File: src/rtl/timer_pkg.sv
// Shared constants for the Morse unit timer slice.
// Mode/state encodings and standard Morse unit counts.
package timer_pkg;

  localparam logic MODE_ONESHOT  = 1'b0;
  localparam logic MODE_PERIODIC = 1'b1;

  typedef enum logic {
    ST_IDLE,
    ST_RUN
  } state_t;

  localparam int DOT_UNITS        = 1;
  localparam int DASH_UNITS       = 3;
  localparam int LETTER_GAP_UNITS = 3;
  localparam int WORD_GAP_UNITS   = 7;

endpackage

File: src/rtl/morse_unit_timer_if.sv
// Control/status bundle between a Morse encoder/decoder
// and the unit timer.
interface morse_unit_timer_if #(
  parameter int WID   = 5,
  parameter int CNT_W = 4
);

  logic             en;
  logic             start;
  logic             abort;
  logic             mode;
  logic [WID-1:0]   div;
  logic [CNT_W-1:0] units;

  logic [WID-1:0]   phase;
  logic [CNT_W-1:0] unit_cnt;
  logic             tick;
  logic             done;
  logic             busy;

  modport master (
    output en, start, abort, mode, div, units,
    input  phase, unit_cnt, tick, done, busy
  );

  modport slave (
    input  en, start, abort, mode, div, units,
    output phase, unit_cnt, tick, done, busy
  );

endinterface

File: src/rtl/tick_prescaler.sv
// Programmable clock prescaler: one registered tick
// every div_q enabled cycles.
module tick_prescaler #(
  parameter int WID = 5
) (
  input  logic           clk,
  input  logic           reset,
  input  logic           clr,
  input  logic           en,
  input  logic [WID-1:0] div_q,
  output logic [WID-1:0] phase,
  output logic           tick
);

  logic last;

  assign last = (phase == div_q - WID'(1));

  always_ff @(posedge clk) begin
    if (reset || clr) begin
      phase <= '0;
      tick  <= 1'b0;
    end else if (en) begin
      if (last) begin
        phase <= '0;
        tick  <= 1'b1;
      end else begin
        phase <= phase + WID'(1);
        tick  <= 1'b0;
      end
    end else begin
      tick <= 1'b0;
    end
  end

endmodule

File: src/rtl/morse_unit_timer.sv
// Morse unit timer: prescaled unit ticks counted into
// one-shot or periodic intervals with a done pulse.
module morse_unit_timer
  import timer_pkg::*;
#(
  parameter int WID   = 5,
  parameter int CNT_W = 4
) (
  input  logic            clk,
  input  logic            reset,
  morse_unit_timer_if.slave bus
);

  state_t           st_q, st_n;
  logic [WID-1:0]   div_q, div_n;
  logic [CNT_W-1:0] units_q, units_n;
  logic             mode_q, mode_n;
  logic [CNT_W-1:0] cnt_q, cnt_n;
  logic             done_q, done_n;
  logic             busy_q;
  logic             clr;
  logic             pen;
  logic             wrap;
  logic [CNT_W-1:0] cnt_inc;

  tick_prescaler #(.WID(WID)) u_pre (
    .clk   (clk),
    .reset (reset),
    .clr   (clr),
    .en    (pen),
    .div_q (div_q),
    .phase (bus.phase),
    .tick  (bus.tick)
  );

  // Mirrors the prescaler's wrap so the unit count
  // and done land on the same edge as tick.
  assign wrap    = (bus.phase == div_q - WID'(1));
  assign cnt_inc = cnt_q + CNT_W'(1);

  always_ff @(posedge clk) begin
    if (reset) begin
      st_q    <= ST_IDLE;
      div_q   <= WID'(1);
      units_q <= CNT_W'(1);
      mode_q  <= MODE_ONESHOT;
      cnt_q   <= '0;
      done_q  <= 1'b0;
      busy_q  <= 1'b0;
    end else begin
      st_q    <= st_n;
      div_q   <= div_n;
      units_q <= units_n;
      mode_q  <= mode_n;
      cnt_q   <= cnt_n;
      done_q  <= done_n;
      busy_q  <= (st_n == ST_RUN);
    end
  end

  always_comb begin
    st_n    = st_q;
    div_n   = div_q;
    units_n = units_q;
    mode_n  = mode_q;
    cnt_n   = cnt_q;
    done_n  = 1'b0;
    clr     = 1'b0;
    pen     = 1'b0;
    if (bus.abort) begin
      st_n  = ST_IDLE;
      cnt_n = '0;
      clr   = 1'b1;
    end else if (bus.start) begin
      st_n    = ST_RUN;
      div_n   = (bus.div == '0) ? WID'(1) : bus.div;
      units_n = (bus.units == '0) ? CNT_W'(1)
                                  : bus.units;
      mode_n  = bus.mode;
      cnt_n   = '0;
      clr     = 1'b1;
    end else if (st_q == ST_RUN) begin
      if (bus.en) begin
        pen = 1'b1;
        if (wrap) begin
          if (cnt_inc == units_q) begin
            done_n = 1'b1;
            if (mode_q == MODE_PERIODIC) begin
              cnt_n = '0;
            end else begin
              cnt_n = units_q;
              st_n  = ST_IDLE;
            end
          end else begin
            cnt_n = cnt_inc;
          end
        end
      end
    end else begin
      cnt_n = '0;
    end
  end

  assign bus.unit_cnt = cnt_q;
  assign bus.done     = done_q;
  assign bus.busy     = busy_q;

endmodule

File: src/flat_wrapper.sv
// flat-port wrapper written by rule: the top's interface ports become plain ports
module morse_unit_timer_flat import timer_pkg::*;
#(
  parameter int WID   = 5,
  parameter int CNT_W = 4
)
  (clk, reset, bus_en, bus_start, bus_abort, bus_mode, bus_div, bus_units, bus_phase, bus_unit_cnt, bus_tick, bus_done, bus_busy);
  morse_unit_timer_if #(.WID(WID), .CNT_W(CNT_W)) bus_i ();
  input  logic clk;
  input  logic reset;
  input wire logic [$bits(bus_i.en)-1:0] bus_en;
  input wire logic [$bits(bus_i.start)-1:0] bus_start;
  input wire logic [$bits(bus_i.abort)-1:0] bus_abort;
  input wire logic [$bits(bus_i.mode)-1:0] bus_mode;
  input wire logic [$bits(bus_i.div)-1:0] bus_div;
  input wire logic [$bits(bus_i.units)-1:0] bus_units;
  output wire logic [$bits(bus_i.phase)-1:0] bus_phase;
  output wire logic [$bits(bus_i.unit_cnt)-1:0] bus_unit_cnt;
  output wire logic [$bits(bus_i.tick)-1:0] bus_tick;
  output wire logic [$bits(bus_i.done)-1:0] bus_done;
  output wire logic [$bits(bus_i.busy)-1:0] bus_busy;
  assign bus_i.en = bus_en;
  assign bus_i.start = bus_start;
  assign bus_i.abort = bus_abort;
  assign bus_i.mode = bus_mode;
  assign bus_i.div = bus_div;
  assign bus_i.units = bus_units;
  assign bus_phase = bus_i.phase;
  assign bus_unit_cnt = bus_i.unit_cnt;
  assign bus_tick = bus_i.tick;
  assign bus_done = bus_i.done;
  assign bus_busy = bus_i.busy;
  morse_unit_timer #(.WID(WID), .CNT_W(CNT_W)) u_core (.clk(clk), .reset(reset), .bus(bus_i));
endmodule
File: config.mk
export PLATFORM = sky130hd
export DESIGN_NAME = morse_unit_timer_flat
export DESIGN_NICKNAME = d
export VERILOG_FILES = /design/src/rtl/timer_pkg.sv /design/src/rtl/morse_unit_timer_if.sv /design/src/rtl/tick_prescaler.sv /design/src/rtl/morse_unit_timer.sv /design/src/flat_wrapper.sv
export SDC_FILE = /design/constraint.sdc
export NUM_CORES = 1
export LEC_CHECK = 0
export BUFFER_PORTS_ARGS = -buffer_cell sky130_fd_sc_hd__buf_2
export CAP_MARGIN = 10
export CORE_UTILIZATION = 50
export CTS_BUF_LIST = sky130_fd_sc_hd__clkbuf_4 sky130_fd_sc_hd__clkbuf_8
export DETAILED_ROUTE_END_ITERATION = 8
export GPL_ROUTABILITY_DRIVEN = 0
export PLACE_DENSITY_LB_ADDON = 0.1
export SYNTH_ARGS = -nofsm -noshare
export SYNTH_HDL_FRONTEND = slang
export SYNTH_SLANG_ARGS = --single-unit
File: constraint.sdc
create_clock -name clk -period 4.05 [get_ports clk]
set_clock_uncertainty 0.15 [all_clocks]
set_input_delay 0.405 -clock clk [delete_from_list [all_inputs] [get_ports clk]]
set_output_delay 0.405 -clock clk [all_outputs]
set_load 0.01 [all_outputs]
==> flow_summary.json, run 1 <==
{
  "syn_avg_cell_area_um2": 8.59,
  "detail_route.wirelength_um": 2480,
  "hp-class": "in2reg",
  "antenna_cells": 0,
  "async_reset_ff_share_pct": 0,
  "fin_crit_ps": 2230,
  "clkSinkCount": 22,
  "yosys.cell_types.count": 37,
  "max_freq_mhz": 448,
  "synthesis.nets": 155,
  "powerDensity_mw_per_mm2": 290,
  "total_power_mw": 0.386,
  "synth_top_flop_cell": "dfxtp_1",
  "overflow": 0,
  "floorplan.initialDensity_pct": 53.2,
  "synthCells": 137,
  "hpwl_um": 1920,
  "fin_nets": 180,
  "grt_pass1_wl_um": 4220,
  "holdPathStages": 3,
  "reg2reg_from": "u_core.div_q[0]$_SDFFE_PP1P_",
  "whs_endpoint": "u_core.mode_q$_SDFFE_PP0P_",
  "min_period_over_period_pct": 55.1,
  "synth_edf_count": 0,
  "syn_to_final_growth_pct": 13.2,
  "synth_warnings": 0,
  "port_buffers": 26,
  "worstSetupStartpointType": "flip-flop",
  "ant_nets": 0,
  "arrival_ps": 2340,
  "syn_area_mm2": 0.00118,
  "leakagePower_nw": 0.542,
  "worst_pin_slew_ps": 686,
  "cp_max_fo": 9,
  "antenna_found_initial": 0,
  "path_class": "reg2reg",
  "ys_seq_area_share_pct": 37.4,
  "insertion_delay_ps": 310,
  "grt_max_degree": 14,
  "drv_slew": 0,
  "maxCapViolations": 0,
  "cts_buffers": 3,
  "endpoint_kind": "flip-flop",
  "cts_setup_buffers": 0,
  "worstHoldStart": "bus_mode",
  "rows": 17,
  "drc": 0,
  "ios": 27,
  "setup_viol": 0,
  "multiInputGateArea_um2": 693,
  "seq_area_um2": 440,
  "vdd_drop_max_mv": 0.162,
  "finalHoldViolations": 0,
  "r2r_cells": 7,
  "die_area_mm2": 0.00255,
  "cts_tree": "built",
  "clkTransAtPathRegs_ps": 120,
  "grt_pass1_vias": 944,
  "num_vias": 1057,
  "drive_above_1_share_pct": 22.5,
  "r2r-end": "u_core.bus.unit_cnt[0]$_SDFFE_PP0P_",
  "first_pass_iters": 4,
  "dpl.cell_count": 185,
  "chipWidth_um": 50.5,
  "cts_buffer_depth": 2,
  "drt-vias-per-instance": 5.62,
  "r2r_setup_slack_ps": 1820,
  "status": "finished clean",
  "rsz0062_at_grt": "false",
  "core_area_mm2": 0.00221,
  "yosys_register_bits": 22,
  "ys_top_cells_by_area": "dfxtp_1 (37%), nand2_1 (6.7%), xnor2_1 (6.7%), xor2_1 (5.2%), nor3_1 (5.1%)",
  "stdcell_count": 188,
  "yosysTopAreaCellShare_pct": 37.4,
  "timing.slew.headroom_pct": 53.9,
  "crit_required_ps": 4160,
  "fillers": 230,
  "post_cts_resized": 0,
  "h-tree-depth": 1,
  "grt_usage_pct": 21.7,
  "wl_per_cell_um": 13.2,
  "synth.largest_area_cell": "dfxtp_1",
  "tns_ps": 0,
  "cts-root-buf": "clkbuf_4",
  "cts_hold_buf": 0,
  "die_h_um": 50.5,
  "drt_iter0_drc": 11
}
==> power by group <==
group / switching, mW / leakage, nW / internal (mW)
logic: 0.0330 / 0.349 / 0.0254
clock network: 0.0650 / 0.0138 / 0.0348
registers: 0.00603 / 0.179 / 0.222
total: 0.104 / 0.542 / 0.282
==> critical path, stage by stage, from the launching register on <==
cell	delay [ps]
dfxtp_1	410
inv_1	60
ha_1	240
o21ba_2	210
a22oi_1	330
o2111ai_4	230
a2111oi_2	390
a31o_1	150
==> logic make-up after synthesis <==
logic type / Yosys count / synth area share [%]
buffers and inverters: 9 / 3.72
adders and majority gates: 3 / 3.19
muxes: 3 / 2.66
AOI/OAI and AO/OA: 21 / 13.7
and+or+nand+nor: 63 / 27.4
xor gates and xnor gates: 16 / 11.9
DFF: 22 / 37.4
==> cell usage in the layout, fill, tap and decap left out, drive strengths merged, types with 3 or more instances in the layout <==
cell and count:
buf 26, dfxtp 22, nand2 21, nor3 12
a21oi 10, xnor2 9, xor2 7, nand4 6
nor2 4, nor4 4, inv 3, nand3 3
nor2b 3, ha 3, clkbuf 3
==> sequential cells by signal (all words and copies together) (netlist names) <==
register	cells
u_core.bus.done	1
u_core.units_q	4
u_core.bus.busy	1
u_core.div_q	5
u_core.u_pre.tick	1
u_core.bus.unit_cnt	4
u_core.u_pre.phase	5
u_core.mode_q	1
==> cells in the mapped netlist (3+ instances only) <==
cell       n
a21oi_1   10
clkbuf_1   3
dfxtp_1   22
ha_1       3
inv_1      3
nand2_1   21
nand3_1    3
nand4_1    6
nor2_1     4
nor2b_1    3
nor3_1    12
nor4_1     4
xnor2_1    9
xor2_1     7
==> area by class of cell <==
class / count / area share (%)
multi-input cells: 106 / 52.0
flip-flops and latches: 22 / 33.1
repair buffers: 26 / 9.77
well taps: 28 / 2.63
clock buffers: 3 / 1.69
inverters: 3 / 0.845
==> worst max-delay path by stage <==
stage / from / slack, ps / depth (start not counted) / endpoint
2_1_floorplan: u_core.bus.unit_cnt[0]$_SDFFE_PP0P_ / 1990 / 6 / u_core.bus.unit_cnt[1]$_SDFFE_PP0P_
5_1_grt: u_core.div_q[0]$_SDFFE_PP1P_ / 1660 / 7 / u_core.bus.unit_cnt[0]$_SDFFE_PP0P_
3_3_place_gp: u_core.bus.unit_cnt[0]$_SDFFE_PP0P_ / 1900 / 6 / u_core.bus.unit_cnt[1]$_SDFFE_PP0P_
4_1_cts: u_core.div_q[0]$_SDFFE_PP1P_ / 1820 / 7 / u_core.bus.unit_cnt[0]$_SDFFE_PP0P_
3_5_place_dp: u_core.div_q[0]$_SDFFE_PP1P_ / 1850 / 7 / u_core.bus.unit_cnt[0]$_SDFFE_PP0P_
6_report: u_core.div_q[0]$_SDFFE_PP1P_ / 1820 / 7 / u_core.bus.unit_cnt[0]$_SDFFE_PP0P_
==> stage by stage <==
stage | hold WS, ps | instance area (um^2) | worst slack [ps] | util [%]
after floorplan | 298 | 1180 | 1990 | -
after global placement | 312 | 1310 | 1900 | 59.2
after detailed placement | 316 | 1310 | 1850 | 59.2
after CTS | 162 | 1330 | 1820 | 60.2
after global routing | 183 | 1330 | 1660 | 60.2
final | 170 | 1330 | 1820 | 60.2
==> per-layer routing <==
metal  vias to the layer above  track usage [%]  wire length (um)
met2                        26             35.6              1140
met1                       493             28.7              1210
met4                         0             8.33                42
met3                         5             3.03                83
li1                        533                -                 -
met5                         -                0                 0
Power figures use the tool's default switching activity.
==> inputs of run 2 (changes only) <==
==> constraint.sdc (replaced) <==
create_clock -name clk -period 2.28 [get_ports clk]
set_clock_uncertainty 0.15 [all_clocks]
set_input_delay 0.228 -clock clk [delete_from_list [all_inputs] [get_ports clk]]
set_output_delay 0.228 -clock clk [all_outputs]
set_load 0.01 [all_outputs]
==> flow_summary.json, run 2 (synthesis gave the netlist of run 1 again) <==
{
  "core_area_mm2": 0.00221,
  "insertion_delay_ps": 300,
  "floorplan.initialDensity_pct": 53.2,
  "holdPathStages": 3,
  "utilization_pct": 63.3,
  "hp-class": "in2reg",
  "hpwl_um": 1920,
  "syn_to_final_growth_pct": 18.9,
  "antenna_cells": 0,
  "chipWidth_um": 50.5,
  "wl_per_cell_um": 13.0,
  "ant_nets": 0,
  "drive_above_1_share_pct": 24.7,
  "worstSetupStartpointType": "flip-flop",
  "cts_tree": "built",
  "first_pass_iters": 4,
  "worst_pin_slew_ps": 561,
  "drc": 0,
  "grt_usage_pct": 22.0,
  "cts-root-buf": "clkbuf_4",
  "endpoint_kind": "flip-flop",
  "setup_viol": 0,
  "fin_nets": 186,
  "whs_endpoint": "u_core.div_q[2]$_SDFFE_PP0P_",
  "r2r_setup_slack_ps": 150,
  "max_freq_mhz": 470,
  "min_period_over_period_pct": 93.4,
  "detail_route.wirelength_um": 2520,
  "path_cells": "ha_1 -> xor2_1 -> nor2_1 -> and3_1 -> mux2_2 -> o21a_1",
  "status": "finished clean",
  "reg2reg_from": "u_core.bus.unit_cnt[1]$_SDFFE_PP0P_",
  "port_buffers": 26,
  "fin_crit_ps": 2130,
  "r2r-end": "u_core.bus.unit_cnt[1]$_SDFFE_PP0P_",
  "rsz0062_at_grt": "false",
  "grt_pass1_wl_um": 4220,
  "reg_top3": "u_core.div_q: 5 flops, u_core.u_pre.phase: 5 flops",
  "die_h_um": 50.5,
  "finalHoldViolations": 0,
  "antenna_found_initial": 0,
  "vdd_drop_max_mv": 0.296,
  "tns_ps": 0,
  "num_vias": 1066,
  "timing.slew.headroom_pct": 62.5,
  "overflow": 0,
  "drt-vias-per-instance": 5.49,
  "clkTransAtPathRegs_ps": 110,
  "leakagePower_nw": 0.571,
  "ios": 27,
  "cts_buffers": 3,
  "path_class": "reg2reg",
  "drv_slew": 0,
  "crit_buf_inv": 0,
  "h-tree-depth": 1,
  "grt_max_degree": 14,
  "crit_required_ps": 2340,
  "layout_commonest_cell": "buf_2",
  "layout_common_cells": "buf_2 (26), dfxtp_1 (22), nand2_1 (21)",
  "rows": 17,
  "maxCapViolations": 0,
  "worstHoldStart": "bus_div[2]",
  "powerDensity_mw_per_mm2": 498,
  "cp_max_fo": 6,
  "r2r_cells": 6,
  "critPathSlowestCell": "dfxtp_1",
  "drt_iter0_drc": 15,
  "clkSinkCount": 22,
  "arrival_ps": 2190,
  "cp_top_family": "simple AND/OR/NAND/NOR gates",
  "slowest_delay_ps": 440,
  "grt_pass1_vias": 988,
  "die_area_mm2": 0.00255,
  "cts_buffer_depth": 2
}
[run 2: through the flow]
step	cells	power, mW	cell area (um^2)	hold WS, ps	worst slack (ps)
6_report	194	0.697	1400	6.05	151
5_1_grt	194	0.728	1400	12.7	0.462
4_1_cts	192	0.692	1370	2.40	15.1
3_5_place_dp	187	0.516	1330	317	59.5
3_3_place_gp	187	0.511	1330	308	222
2_1_floorplan	137	0.483	1180	156	220
[run 2: per-layer routing]
layer / routed length [um] / track usage (%)
met5: 0 / 0
met4: 51 / 11.6
met3: 116 / 2.73
met2: 1140 / 36.2
met1: 1210 / 27.7
[run 2: area by class of cell]
type / count / area (um^2)
clock buffer: 3 / 22.5
fill: 219 / 812
inverter: 3 / 11.3
multi-input combinational: 106 / 711
sequential: 22 / 440
tap: 28 / 35.0
timing repair buffer: 32 / 180
[run 2: power breakdown]
group / internal (mW) / switching [mW] / leakage (nW)
Combinational: 0.0552 / 0.0633 / 0.378
Sequential: 0.394 / 0.0102 / 0.179
Clock: 0.0617 / 0.112 / 0.0138
[run 2: how the worst max path moves through the flow]
stage | start | depth (start not counted) | slack, ps | to
floorplan | u_core.bus.unit_cnt[0]$_SDFFE_PP0P_ | 6 | 220 | u_core.bus.unit_cnt[1]$_SDFFE_PP0P_
global placement | u_core.div_q[0]$_SDFFE_PP1P_ | 7 | 220 | u_core.bus.unit_cnt[0]$_SDFFE_PP0P_
detailed placement | u_core.div_q[0]$_SDFFE_PP1P_ | 7 | 60 | u_core.bus.unit_cnt[0]$_SDFFE_PP0P_
CTS | u_core.div_q[0]$_SDFFE_PP1P_ | 7 | 20 | u_core.bus.unit_cnt[0]$_SDFFE_PP0P_
global route | u_core.bus.unit_cnt[1]$_SDFFE_PP0P_ | 6 | 0.5 | u_core.bus.unit_cnt[1]$_SDFFE_PP0P_
finish | u_core.bus.unit_cnt[1]$_SDFFE_PP0P_ | 6 | 150 | u_core.bus.unit_cnt[1]$_SDFFE_PP0P_
[run 2: what timing repair did]
item	in CTS	in global routing
resized for setup	0	2
hold endpoints to repair	2	0
hold buffers	2	0
buffers inserted	0	2
endpoints found under the setup margin	0	1
[run 2: worst min-delay path, stage by stage]
cell,delay (ps)
buf_2,100
nand2_1,50
a21oi_1,50
==> inputs of run 3 (changes only) <==
--- a/config.mk
+++ b/config.mk
@@ -5,6 +5,7 @@
 export SDC_FILE = /design/constraint.sdc
 export NUM_CORES = 1
 export LEC_CHECK = 0
+export ABC_AREA = 1
 export BUFFER_PORTS_ARGS = -buffer_cell sky130_fd_sc_hd__buf_2
 export CAP_MARGIN = 10
 export CORE_UTILIZATION = 50
==> flow_summary.json, run 3 <==
{
  "fin_nets": 245,
  "yosys.cell_types.count": 25,
  "yosysTopAreaCellShare_pct": 35.5,
  "setup_viol": 0,
  "place_ws_ps": 512,
  "hpwl_um": 1990,
  "powerDensity_mw_per_mm2": 569,
  "first_pass_iters": 4,
  "grt_max_degree": 14,
  "synthTopCellsByCount": "nand2_1 (58), inv_1 (26), dfxtp_1 (22)",
  "cp_max_fo": 7,
  "cts-root-buf": "clkbuf_4",
  "syn_to_final_growth_pct": 20.3,
  "endpoint_kind": "flip-flop",
  "grt_pass1_vias": 1137,
  "ys_top_cells_by_area": "dfxtp_1 (36%), nand2_1 (18%), inv_1 (7.9%), a21oi_1 (5.7%), nor2_1 (5.4%)",
  "pwr-share-comb_pct": 15.6,
  "status": "finished clean",
  "detail_route.wirelength_um": 2590,
  "ant_nets": 0,
  "ys_seq_area_share_pct": 35.5,
  "clock_power_share_pct": 36.4,
  "yosys_register_bits": 22,
  "cts_buffers": 3,
  "reg2reg_from": "u_core.div_q[0]$_SDFFE_PP1P_",
  "utilization_pct": 65.5,
  "rows": 17,
  "fillers": 211,
  "swShare_pct": 26.2,
  "drt_iter0_drc": 21,
  "worstSetupStartpointType": "flip-flop",
  "stdcell_count": 254,
  "clkSinkCount": 22,
  "drive_above_1_share_pct": 20.8,
  "p_int_mw": 0.627,
  "pwr-share-seq_pct": 48.0,
  "reg_top3": "u_core.div_q: 5 flops, u_core.u_pre.phase: 5 flops",
  "leakagePower_nw": 0.770,
  "syn_avg_cell_area_um2": 6.42,
  "synthesis.nets": 211,
  "synth_top_flop_cell": "dfxtp_1",
  "total_power_mw": 0.849,
  "cts_hold_buf": 3,
  "cts_buffer_depth": 2,
  "postPlaceCellArea_mm2": 0.00141,
  "max_freq_mhz": 562,
  "hp-class": "in2reg",
  "wl_per_cell_um": 10.2,
  "wl_met3_um": 124,
  "layout_common_cells": "nand2_1 (58), inv_1 (26), buf_2 (26)",
  "drv_slew": 0,
  "min_period_over_period_pct": 78.1,
  "chipWidth_um": 51.8,
  "cts_tree": "built",
  "worstHoldStart": "bus_units[1]",
  "dpl.cell_count": 247,
  "drc": 0,
  "synth_edf_count": 0,
  "die_h_um": 51.8,
  "antenna_found_initial": 0,
  "finalHoldViolations": 0,
  "wl_met1_um": 1330,
  "num_vias": 1244,
  "synthCells": 193,
  "clkTransAtPathRegs_ps": 140,
  "design_area_mm2": 0.00149,
  "timing.slew.headroom_pct": 83.6,
  "syn_area_mm2": 0.00124,
  "async_reset_ff_share_pct": 0,
  "synthMostInstantiatedCell": "nand2_1",
  "h-tree-depth": 1,
  "dr_wl_met2_um": 1120,
  "layout_commonest_cell": "nand2_1",
  "drt-vias-per-instance": 4.90,
  "port_buffers": 26,
  "overflow": 0,
  "floorplan.initialDensity_pct": 54.5,
  "synth_warnings": 0,
  "arrival_ps": 1860,
  "insertion_delay_ps": 310,
  "core_area_mm2": 0.00228,
  "die_area_mm2": 0.00268,
  "path_class": "reg2reg",
  "synth.largest_area_cell": "dfxtp_1",
  "startpoint": "u_core.div_q[0]$_SDFFE_PP1P_",
  "setup_ws_ps": 500,
  "vdd_drop_max_mv": 0.365,
  "rsz0062_at_grt": "false",
  "cts_setup_buffers": 0,
  "worst_pin_slew_ps": 245,
  "ios": 27,
  "fin_crit_ps": 1780,
  "tns_ps": 0,
  "maxCapViolations": 0,
  "fin_hold_ws_ps": 5.35,
  "crit_required_ps": 2360,
  "post_cts_resized": 0,
  "p_sw_mw": 0.222,
  "antenna_cells": 0,
  "grt_usage_pct": 23.1,
  "grt_pass1_wl_um": 4670,
  "top_layer_used": "met4"
}
-- run 3: changes by cell type in the layout (fill, tap and decap cells not counted), sizes merged, moves of 4 or more --
cell	delta
nand2	+39
xor2	-6
inv	+31
nor3	-11
nand3	+11
nor2	+18
xnor2	-7
o21ai	+5
a21oi	+4
nor4	-4
-- run 3: cell families (layout without fill, tap and decap cells) --
family	Yosys count	after routing	synth area share (%)
simple gates	102	102	36.1
buf+inv	36	69	11.0
compound gates	27	27	12.2
flops	22	22	35.5
fa+ha+maj	3	3	3.03
xor+xnor	3	3	2.12
-- run 3: path summary, 6_finish.rpt --
check | to | slack (ps) | cells past startpoint
max | u_core.bus.unit_cnt[0]$_SDFFE_PP0P_ | 500 | 13
min | u_core.units_q[1]$_SDFFE_PP0P_ | 5 | 3
max reg2reg | u_core.bus.unit_cnt[0]$_SDFFE_PP0P_ | 500 | 13
min reg2reg | u_core.units_q[3]$_SDFFE_PP0P_ | 360 | 2
-- run 3: layer usage --
| layer | up-vias | GRT usage (%) |
|---|---|---|
| met3 | 2 | 3.51 |
| met5 | - | 0 |
| li1 | 680 | - |
| met2 | 34 | 37.2 |
| met4 | 0 | 8.11 |
| met1 | 528 | 31.1 |
-- run 3: final cells by class --
cell class                      instances  area (um^2)  area share, %
Inverter                               35          133           8.89
Sequential cell                        22          440           29.5
Multi-Input combinational cell        135          663           44.5
Clock inverter                          1         30.0           2.01
Timing Repair Buffer                   30          168           11.2
Tap cell                               28         35.0           2.35
Clock buffer                            3         22.5           1.51
-- run 3: critical path, stage by stage, from the launching register on --
cell	delay (ps)
dfxtp_1	390
inv_2	70
ha_1	290
inv_1	40
nand2_1	50
nand2_1	50
nor2_2	90
nand2_2	60
nor2_4	110
nand3_4	110
clkinv_2	80
nand2_1	50
o21ai_1	110
inv_1	50
-- run 3: power by group through the flow --
stage / combinational (mW) / sequential [mW] / clock, mW
after floorplan: 0.0949 / 0.414 / 0
after global placement: 0.125 / 0.415 / 0
after detailed placement: 0.128 / 0.415 / 0
after CTS: 0.132 / 0.407 / 0.315
after global routing: 0.153 / 0.409 / 0.331
final: 0.132 / 0.407 / 0.309
